[src/rtl/floating_point_adder.sv]
// IEEE-754 binary adder/subtractor with round-to-nearest-even and exception flags.
// The result is computed combinationally and registered on the rising clock edge.
// Ports:
//   clk, rst_n             - clock and asynchronous active-low reset
//   a, b                   - operands {sign, exponent, fraction}
//   subtract               - 1: compute a - b
//   out                    - registered result
//   underflow_flag         - registered; result is subnormal
//   overflow_flag          - registered; result is infinity
//   invalid_operation_flag - registered; result is NaN
module floating_point_adder #(
  parameter int unsigned ExponentWidth = 8,
  parameter int unsigned MantissaWidth = 23
) (
  input  logic                                   clk,
  input  logic                                   rst_n,
  input  logic [ExponentWidth+MantissaWidth:0]   a,
  input  logic [ExponentWidth+MantissaWidth:0]   b,
  input  logic                                   subtract,
  output logic [ExponentWidth+MantissaWidth:0]   out,
  output logic                                   underflow_flag,
  output logic                                   overflow_flag,
  output logic                                   invalid_operation_flag
);

  localparam int unsigned W   = ExponentWidth + MantissaWidth + 1;
  localparam int unsigned SW  = MantissaWidth + 1;   // significand with hidden bit
  localparam int unsigned XW  = MantissaWidth + 4;   // significand plus guard/round/sticky
  localparam int unsigned EXW = ExponentWidth + 2;   // exponent with headroom
  localparam int unsigned MTW = MantissaWidth + 2;   // rounded significand with carry
  localparam logic [ExponentWidth-1:0] ExpOnes = '1;

  // Operand fields and classification
  logic                     w_sa, w_sb;
  logic [ExponentWidth-1:0] w_ea, w_eb;
  logic [MantissaWidth-1:0] w_fa, w_fb;
  logic w_a_zero, w_b_zero, w_a_inf, w_b_inf, w_a_nan, w_b_nan;
  logic w_a_ge;

  assign w_sa = a[W-1];
  assign w_sb = b[W-1] ^ subtract;
  assign w_ea = a[W-2:MantissaWidth];
  assign w_eb = b[W-2:MantissaWidth];
  assign w_fa = a[MantissaWidth-1:0];
  assign w_fb = b[MantissaWidth-1:0];

  assign w_a_zero = (w_ea == '0) && (w_fa == '0);
  assign w_b_zero = (w_eb == '0) && (w_fb == '0);
  assign w_a_inf  = (w_ea == ExpOnes) && (w_fa == '0);
  assign w_b_inf  = (w_eb == ExpOnes) && (w_fb == '0);
  assign w_a_nan  = (w_ea == ExpOnes) && (w_fa != '0);
  assign w_b_nan  = (w_eb == ExpOnes) && (w_fb != '0);

  // The raw exponent:fraction encoding is monotonic in magnitude
  assign w_a_ge = a[W-2:0] >= b[W-2:0];

  // Finite-path datapath
  logic                 w_sl, w_ss;
  logic [EXW-1:0]       w_el, w_es, w_ediff, w_exp, w_lz, w_sh;
  logic [SW-1:0]        w_sigl, w_sigs;
  logic [XW-1:0]        w_big, w_small, w_m;
  logic [2*XW-1:0]      w_wide;
  logic [XW:0]          w_sum;
  logic [MTW-1:0]       w_mant;
  logic                 w_rup;
  logic [ExponentWidth-1:0] w_eenc;
  logic [W-1:0]         w_fin_res;
  logic                 w_fin_ovf, w_fin_unf;

  always_comb begin
    w_sl = 1'b0; w_ss = 1'b0;
    w_el = '0; w_es = '0; w_sigl = '0; w_sigs = '0;
    w_ediff = '0; w_exp = '0; w_lz = '0; w_sh = '0;
    w_big = '0; w_small = '0; w_m = '0; w_wide = '0; w_sum = '0;
    w_mant = '0; w_rup = 1'b0; w_eenc = '0;
    w_fin_res = '0; w_fin_ovf = 1'b0; w_fin_unf = 1'b0;

    // Order by magnitude; subnormals take exponent 1 with a hidden 0
    if (w_a_ge) begin
      w_sl = w_sa; w_ss = w_sb;
      w_el = (w_ea == '0) ? EXW'(1) : EXW'(w_ea);
      w_es = (w_eb == '0) ? EXW'(1) : EXW'(w_eb);
      w_sigl = {(w_ea != '0), w_fa};
      w_sigs = {(w_eb != '0), w_fb};
    end else begin
      w_sl = w_sb; w_ss = w_sa;
      w_el = (w_eb == '0) ? EXW'(1) : EXW'(w_eb);
      w_es = (w_ea == '0) ? EXW'(1) : EXW'(w_ea);
      w_sigl = {(w_eb != '0), w_fb};
      w_sigs = {(w_ea != '0), w_fa};
    end

    // Align the smaller operand, folding shifted-out bits into sticky
    w_ediff = w_el - w_es;
    w_big   = {w_sigl, 3'b000};
    if (w_ediff >= EXW'(MantissaWidth + 3)) begin
      w_small = {{(XW-1){1'b0}}, |w_sigs};
    end else begin
      w_wide  = {w_sigs, 3'b000, {XW{1'b0}}} >> w_ediff;
      w_small = w_wide[2*XW-1:XW] | {{(XW-1){1'b0}}, |w_wide[XW-1:0]};
    end

    w_exp = w_el;
    if (w_sl == w_ss) begin
      w_sum = {1'b0, w_big} + {1'b0, w_small};
      if (w_sum[XW]) begin
        w_m   = w_sum[XW:1] | {{(XW-1){1'b0}}, w_sum[0]};
        w_exp = w_el + EXW'(1);
      end else begin
        w_m = w_sum[XW-1:0];
      end
    end else begin
      w_m  = w_big - w_small;
      w_lz = EXW'(XW);
      for (int i = 0; i < int'(XW); i++) begin
        if (w_m[i]) w_lz = EXW'(int'(XW) - 1 - i);
      end
      // Never normalize below exponent 1; what remains encodes as subnormal
      w_sh  = (w_lz < (w_el - EXW'(1))) ? w_lz : (w_el - EXW'(1));
      w_m   = w_m << w_sh;
      w_exp = w_el - w_sh;
    end

    // Round to nearest, ties to even
    w_rup  = w_m[2] & (w_m[1] | w_m[0] | w_m[3]);
    w_mant = {1'b0, w_m[XW-1:3]} + MTW'(w_rup);
    if (w_mant[MTW-1]) begin
      w_mant = w_mant >> 1;
      w_exp  = w_exp + EXW'(1);
    end

    if ((w_sl != w_ss) && (w_big == w_small)) begin
      w_fin_res = '0;
    end else if (w_exp >= EXW'(ExpOnes)) begin
      w_fin_res = {w_sl, ExpOnes, {MantissaWidth{1'b0}}};
      w_fin_ovf = 1'b1;
    end else begin
      w_eenc    = w_mant[MantissaWidth] ? w_exp[ExponentWidth-1:0] : '0;
      w_fin_res = {w_sl, w_eenc, w_mant[MantissaWidth-1:0]};
      w_fin_unf = ~w_mant[MantissaWidth];
    end
  end

  // Special-case selection in priority order
  logic [W-1:0] w_res;
  logic         w_unf, w_ovf, w_inv;

  always_comb begin
    w_res = w_fin_res;
    w_unf = w_fin_unf;
    w_ovf = w_fin_ovf;
    w_inv = 1'b0;
    if (w_a_nan || w_b_nan || (w_a_inf && w_b_inf && (w_sa != w_sb))) begin
      w_res = {1'b1, ExpOnes, 1'b1, {(MantissaWidth-1){1'b0}}};
      w_unf = 1'b0; w_ovf = 1'b0; w_inv = 1'b1;
    end else if (w_a_inf) begin
      w_res = {w_sa, ExpOnes, {MantissaWidth{1'b0}}};
      w_unf = 1'b0; w_ovf = 1'b1;
    end else if (w_b_inf) begin
      w_res = {w_sb, ExpOnes, {MantissaWidth{1'b0}}};
      w_unf = 1'b0; w_ovf = 1'b1;
    end else if (w_a_zero && w_b_zero) begin
      w_res = {(w_sa & w_sb), {(W-1){1'b0}}};
      w_unf = 1'b0; w_ovf = 1'b0;
    end else if (w_a_zero) begin
      w_res = {w_sb, b[W-2:0]};
      w_unf = 1'b0; w_ovf = 1'b0;
    end else if (w_b_zero) begin
      w_res = a;
      w_unf = 1'b0; w_ovf = 1'b0;
    end
  end

  // Output register
  logic [W-1:0] r_out;
  logic         r_unf, r_ovf, r_inv;

  always_ff @(posedge clk or negedge rst_n) begin
    if (!rst_n) begin
      r_out <= '0;
      r_unf <= 1'b0;
      r_ovf <= 1'b0;
      r_inv <= 1'b0;
    end else begin
      r_out <= w_res;
      r_unf <= w_unf;
      r_ovf <= w_ovf;
      r_inv <= w_inv;
    end
  end

  assign out                    = r_out;
  assign underflow_flag         = r_unf;
  assign overflow_flag          = r_ovf;
  assign invalid_operation_flag = r_inv;

endmodule

[config.mk]
export PLATFORM = sky130hd
export DESIGN_NAME = floating_point_adder
export DESIGN_NICKNAME = d
export VERILOG_FILES = /design/src/rtl/floating_point_adder.sv
export SDC_FILE = /design/constraint.sdc
export NUM_CORES = 1
export LEC_CHECK = 0
export CAP_MARGIN = 10
export CORE_MARGIN = 2
export CORE_UTILIZATION = 60
export CTS_BUF_LIST = sky130_fd_sc_hd__clkbuf_16
export DETAILED_ROUTE_END_ITERATION = 12
export GPL_TIMING_DRIVEN = 0
export HOLD_SLACK_MARGIN = 0.15
export PLACE_DENSITY_LB_ADDON = 0.15
export SLEW_MARGIN = 25
export SYNTH_ARGS = -nofsm -noshare
export SYNTH_HDL_FRONTEND = slang
export SYNTH_SLANG_ARGS = --single-unit
[constraint.sdc]
create_clock -name clk -period 0.8 [get_ports clk]
set_input_delay 0.2 -clock clk [delete_from_list [all_inputs] [get_ports clk]]
set_output_delay 0.2 -clock clk [all_outputs]
set_load 0.02 [all_outputs]
==> results.toml, run 1 <==
[yosys]
synthArstFlopShare_pct = 100
synth_nets = 2356
ys_warn_count = 0
synth-edff-count = 0
yosysSeqAreaShare_pct = 5.90
synthTopCellsByCount = "227 x nand2_1, 191 x nor2_1, 186 x a21oi_1"
synth_largest_area_cell = "ha_1"
syn_area_per_cell_um2 = 6.80
synth_top_area_share_pct = 8.51
yosysMostFrequentCell = "nand2_1"
yosys-top-cells-area = "ha_1 8.5%, mux2i_1 6.5%, a21oi_1 6.3%, dfrtp_1 5.9%, nand2_1 5.7%"
syn_area_um2 = 14900
synth-seq-cells = 35
synth_cell_type_count = 125
synth_cells = 2185
ys.flop_type = "dfrtp_1"

[floorplanning]
fp.dieH_um = 161
die_w_um = 161
rows = 57
initial_utilization_pct = 61.1
io_pins = 102

[cts]
cts.htree.levels = 2
cts.sinks = 35
clock_path_buffers = 2
cts_buffers = 5
cts_root_buf = "clkbuf_16"

[global_routing]
grt.total_usage_pct = 86.3
overflow = 275
grt_start_max_net_pins = 36

[placed_design]
place.gp.congestion = 1.17
place_hpwl_um = 57200
port_buffers = 100
pre_cts_slack_ns = -15.33

[timing]
crit_endpoint = "out[9]$_DFF_PN0_/D"
worstEpCategory = "register data pin"

[outcome]
lastStage = "global routing (5_1_grt)"
stop_error = "[ERROR GRT-0232] Routing congestion too high. Check the congestion heatmap in the GUI."
run_status = "stopped before the end"
## through the flow
step	cell area (µm²)	hold slack [ns]	setup TNS [ns]	instances	utilization, %
2_1_floorplan	15700	-0.0956	-384.79	2185	-
3_3_place_gp	17200	0.494	-551.26	2609	70.5
3_5_place_dp	17200	0.285	-524.01	2609	70.6
4_1_cts	20000	0.00660	-412.12	2760	82.4
## metal layers
metal	overflow	GRT usage, %
met2	153	98.4
met4	103	86.8
met1	7	85.6
met5	1	48.7
met3	11	75.9
## what timing repair did
item                                    4_1_cts
hold endpoints to repair                     35
buffers inserted                            149
gates cloned                                  3
endpoints found under the setup margin       70
pin swaps                                   118
resized for setup                           798
## logic make-up after synthesis
logic type	after synthesis	synth area share, %
buffers and inverters	262	7.11
multiplexers	130	9.77
adder cells (fa/ha/maj)	106	9.05
XOR/XNOR	82	4.89
AO/OA/AOI/OAI	735	35.0
flip-flops	35	5.90
AND/OR/NAND/NOR	835	28.3
==> inputs of run 2 (changes only) <==
--- a/config.mk
+++ b/config.mk
@@ -7,11 +7,9 @@
 export LEC_CHECK = 0
 export CAP_MARGIN = 10
 export CORE_MARGIN = 2
-export CORE_UTILIZATION = 60
-export CTS_BUF_LIST = sky130_fd_sc_hd__clkbuf_16
+export CORE_UTILIZATION = 40
 export DETAILED_ROUTE_END_ITERATION = 12
 export GPL_TIMING_DRIVEN = 0
-export HOLD_SLACK_MARGIN = 0.15
 export PLACE_DENSITY_LB_ADDON = 0.15
 export SLEW_MARGIN = 25
 export SYNTH_ARGS = -nofsm -noshare
==> run 2 against run 1 <==
Against the previous run:
- the flow now finishes, with violations (negative setup slack)
- synthesized area stayed put
- synthesized cell count stayed put
==> results.toml, run 2 <==
[outcome]
run_status = "complete, but fails checks"
violations = "negative setup slack"

[global_routing]
antenna_found_initial = 0
grt_pass1_vias = 19200
grt_pass1_wl_um = 126000
grt.total_usage_pct = 43.3
grt_start_max_net_pins = 34
overflow = 0

[timing]
relSlewSlack_pct = 20.0
fmax_ghz = 0.0756
final.min_clock_period_ns = 13.23
fin_ws_ns = -12.43
slew_viol_final = 0
holdWs_ns = 0.194
fin_crit_sh_pct = 1650
finalSetupViolCount = 70
tightest_slew_ns = 1.19
rsz0062_at_grt = "yes"
final_hold_viol_count = 0

[yosys]
synth_compound_area_share_pct = 35.0
yosysSeqAreaShare_pct = 5.90
synthMuxAreaShare_pct = 9.77
synth_largest_area_cell = "ha_1"
synth_cell_type_count = 125
synth_cells = 2185
yosys-top-cells-area = "ha_1 8.5%, mux2i_1 6.5%, a21oi_1 6.3%, dfrtp_1 5.9%, nand2_1 5.7%"
synth-seq-cells = 35
synthArstFlopShare_pct = 100
syn_area_per_cell_um2 = 6.80
synth_xor_area_share_pct = 4.89
synthSimpleGateAreaFrac_pct = 28.3
synthTopCellsByCount = "227 x nand2_1, 191 x nor2_1, 186 x a21oi_1"
ys_warn_count = 0
synth_nets = 2356
synth_fa_ha_area_share_pct = 9.05
yosysMostFrequentCell = "nand2_1"
synth_top_family_by_area = "compound AO/OA/AOI/OAI gates"
syn_area_um2 = 14900
synth_top_area_share_pct = 8.51
synth-edff-count = 0
ys.flop_type = "dfrtp_1"

[placed_design]
place_hpwl_um = 67000
place_inst = 2754
place.gp.congestion = 1.04
port_buffers = 100

[cells_and_area]
drive_gt1_share_pct = 36.9
synthToLayoutAreaGrowth_pct = 50.9
diodes = 0
largest_register_ffs = 32
final_nets = 2693
final_common_cell = "nand2_1"
finalNonFillerCells = 2991
final_cell_mix = "216 x nand2_1, 212 x buf_4, 169 x nor2_1, 134 x a21oi_1, 96 x o21ai_0"

[cts]
clk_pin_slew_ns = 0.06
cts.htree.levels = 2
cts_root_buf = "clkbuf_16"
cts_tree = "yes"
cts.sinks = 35
clock_path_buffers = 2
cts_buffers = 5

[floorplanning]
die-area_um2 = 38700
io_pins = 102
die_w_um = 197
initial_utilization_pct = 40.6
fp.dieH_um = 197
coreArea_um2 = 36600
rows = 70

[min_path]
holdPathStages = 2
min_from = "b[24]"
hp-class = "in2reg"

[drt]
finalWirelength_um = 87800
firstDrtPassIters = 6
antenna_left = 0
vias_per_cell = 6.93
drtIter0Drc = 2398
vias = 20700
drc = 0
wl_per_cell_um = 29.4

[worst_setup_path]
cpMaxStageDelayCell = "dlygate4sd2_1"
cp_data_arrival_time_ns = 13.41
critical_path_class = "in2reg"
crit_top_cell = "buf_12"
crit_required_ns = 0.98
startpoint = "b[0]"
cp_max_fo = 10
cp-end-kind = "flip-flop"
cp-start-kind = "input pin"
cp_slowest_stage_delay_ns = 0.60

[power_and_ir_drop]
power.density_nw_per_um2 = 2610
peakVddDrop_mv = 1.62
power.static_leakage_uw = 0.00907

[run]
cap_violations = 0
run 2: cell counts after synthesis:
No cell type changed its count.
run 2: final cells by class:
class / instances / area [µm²]
well taps: 468 / 586
fillers: 3296 / 14200
clock inverters: 2 / 12.5
flip-flops and latches: 35 / 876
plain buffers: 127 / 1090
inverters: 124 / 549
multi-input cells: 1889 / 15900
repair buffers: 340 / 3280
clock buffers: 6 / 129
run 2: through the flow:
stage,TNS (ns),instance area [µm²],setup slack [ns],power [µW],util [%]
after floorplan,-384.79,15700,-11.50,28700,-
after global placement,-595.13,17300,-16.32,42100,47.3
after detailed placement,-552.37,17400,-16.18,42000,47.4
after CTS,-418.10,20700,-12.28,51800,56.7
after global routing,-434.47,22400,-12.77,60600,61.2
final,-423.02,22400,-12.43,58500,61.2
run 2: routing by layer:
metal	vias to the layer above	GRT usage, %	part of all wire (%)
met1	9914	54.7	39
met2	1490	66.7	42
li1	8954	-	-
met3	359	10.7	11
met5	-	0	0
met4	0	25.6	7.4
run 2: cell families (layout without fill, tap and decap cells):
group	count (synthesis)	in the layout
AO/OA/AOI/OAI	735	736
XOR/XNOR	82	82
adder cells (fa/ha/maj)	106	106
buffers and inverters	262	599
flip-flops	35	35
multiplexers	130	130
AND/OR/NAND/NOR	835	835
run 2: final timing paths:
kind                                     end  slack (ns)
min                        out[24]$_DFF_PN0_        0.19
max                         out[9]$_DFF_PN0_      -12.43
max in group asynchronous  out[10]$_DFF_PN0_        0.18
min in group asynchronous   out[6]$_DFF_PN0_        0.26
run 2: report_power, final:
group          switching (µW)  internal [µW]  total (µW)
clock network             742           1150        1890
logic                   32000          21700       53700
registers                 386           2580        2970
total                   33100          25400       58500
run 2: repair_timing:
action / CTS / global route
gates resized for setup: 898 / 241
hold buffers: 1 / 0
endpoints found under the setup margin: 70 / 70
setup buffers: 154 / 79
hold endpoints to repair: 35 / 0
pin swaps: 129 / 104
gates cloned: 4 / 4
run 2: worst max-delay path: cells and delay by family:
kind	cells	cell delay, ns
adders and majority gates	5	1.38
AOI/OAI and AO/OA	17	3.70
muxes	6	1.68
buffers and inverters	17	2.63
xor gates and xnor gates	1	0.21
and+or+nand+nor	22	3.54
Note: power is estimated with default switching activity, not from simulation.
==> inputs of run 3 (changes only) <==
--- a/config.mk
+++ b/config.mk
@@ -11,6 +11,7 @@
 export DETAILED_ROUTE_END_ITERATION = 12
 export GPL_TIMING_DRIVEN = 0
 export PLACE_DENSITY_LB_ADDON = 0.15
+export SKIP_CTS_REPAIR_TIMING = 1
 export SLEW_MARGIN = 25
 export SYNTH_ARGS = -nofsm -noshare
 export SYNTH_HDL_FRONTEND = slang
==> run 3 against run 2 <==
Against the previous run:
- the run still ends with negative setup slack left
- total power down 2.9%
- clock power about the same
- combinational power is 3% lower
- clock-buffer cell count did not move
- highest routed layer is now met5
- sequential cell count stayed put
==> results.toml, run 3 (synthesized netlist as in run 2, its figures left out) <==
[min_path]
min_from = "b[29]"
holdPathStages = 2
hp-class = "in2reg"

[cts]
cts.sinks = 35
cts_root_buf = "clkbuf_16"
clk_pin_slew_ns = 0.06
clock_path_buffers = 2
cts_tree = "yes"
cts.htree.levels = 2
cts_buffers = 5

[drt]
firstDrtPassIters = 6
vias_per_cell = 6.89
drc = 0
vias = 20200
drtIter0Drc = 2255
finalWirelength_um = 85400
antenna_left = 0
wl_per_cell_um = 29.1

[worst_setup_path]
cpMaxStageDelayCell = "fa_2"
cp_slowest_stage_delay_ns = 0.61
cp_data_arrival_time_ns = 13.60
cp-end-kind = "flip-flop"
cp_max_fo = 10
crit_top_cell = "buf_12"
critical_path_class = "in2reg"
cp-start-kind = "input pin"
crit_required_ns = 0.97
startpoint = "a[19]"

[power_and_ir_drop]
p_int_uw = 24600
power.density_nw_per_um2 = 2630
clkPwrFrac_pct = 3.3
power.static_leakage_uw = 0.00888
p_sw_uw = 32200
p_seq_share_pct = 5.2
peakVddDrop_mv = 1.64
swShare_pct = 56.7
pwr-share-comb_pct = 91.5

[timing]
slew_viol_final = 0
finalSetupViolCount = 70
fin_ws_ns = -12.64
holdWs_ns = 0.182
final.setup.tns_ns = -428.54
final.min_clock_period_ns = 13.44
fin_crit_sh_pct = 1680
tightest_slew_ns = 1.23
final_hold_viol_count = 0
fmax_ghz = 0.0744
relSlewSlack_pct = 17.0
rsz0062_at_grt = "yes"

[floorplanning]
initial_utilization_pct = 40.6
io_pins = 102
coreArea_um2 = 36600
die_w_um = 197
fp.dieH_um = 197
rows = 70
die-area_um2 = 38700

[cells_and_area]
final_common_cell = "nand2_1"
diodes = 0
largest_register_ffs = 32
final_cell_mix = "218 x nand2_1, 171 x nor2_1, 167 x buf_4, 139 x a21oi_1, 99 x o21ai_0"
final_nets = 2640
drive_gt1_share_pct = 33.7
stdcell_area_um2 = 21600
synthToLayoutAreaGrowth_pct = 45.4

[global_routing]
grt_start_max_net_pins = 34
grt.total_usage_pct = 40.7
overflow = 0
grt_pass1_wl_um = 118000
grt_pass1_vias = 17800
antenna_found_initial = 1

[outcome]
violations = "negative setup slack"
run_status = "complete, but fails checks"

[placed_design]
place_hpwl_um = 67000
place_area_um2 = 17400
place.gp.congestion = 1.04
port_buffers = 100

[run]
cap_violations = 0
-- run 3: power by group through the flow --
| stage | Clock [µW] | Combinational, µW | Sequential, µW |
|---|---|---|---|
| after floorplan | 0 | 24900 | 3860 |
| after global placement | 0 | 39300 | 2790 |
| after detailed placement | 0 | 39200 | 2820 |
| after CTS | 1910 | 39400 | 2800 |
| after global routing | 1980 | 54000 | 3030 |
| final | 1890 | 52000 | 2960 |
-- run 3: layout make-up --
cell class	instances	area, µm²
clock inverters	2	12.5
well taps	468	586
multi-input cells	1890	15600
plain buffers	130	1040
flip-flops and latches	35	876
repair buffers	283	2790
fillers	3393	15000
clock buffers	6	129
inverters	124	543
-- run 3: critical path: cells and delay by family --
kind                     cells  cell delay, ns
multiplexers                 4            1.10
AND/OR/NAND/NOR             17            3.25
adder cells (fa/ha/maj)      5            1.63
AO/OA/AOI/OAI               26            5.46
buffers and inverters       13            1.88
-- run 3: final timing paths --
| kind | end | slack, ns |
|---|---|---|
| setup / recovery | out[27]$_DFF_PN0_ | -12.64 |
| hold / removal | out[29]$_DFF_PN0_ | 0.18 |
| max in group asynchronous | out[10]$_DFF_PN0_ | 0.17 |
| min in group asynchronous | out[6]$_DFF_PN0_ | 0.26 |
-- run 3: per-layer routing --
metal	global-route usage (%)	routed length, µm	part of all wire, %
met4	23.3	6190	7.2
met5	0	13	0.015
met3	10.1	9350	11
met1	52.5	33800	40
met2	61.6	36100	42
-- run 3: stage by stage --
stage	utilization, %	setup WS (ns)	total power [µW]	std cells
2_1_floorplan	-	-11.50	28700	2185
3_3_place_gp	47.3	-16.32	42100	2753
3_5_place_dp	47.4	-16.18	42000	2754
4_1_cts	47.8	-15.95	44100	2762
5_1_grt	59.0	-12.98	59000	2938
6_report	59.0	-12.64	56900	2938
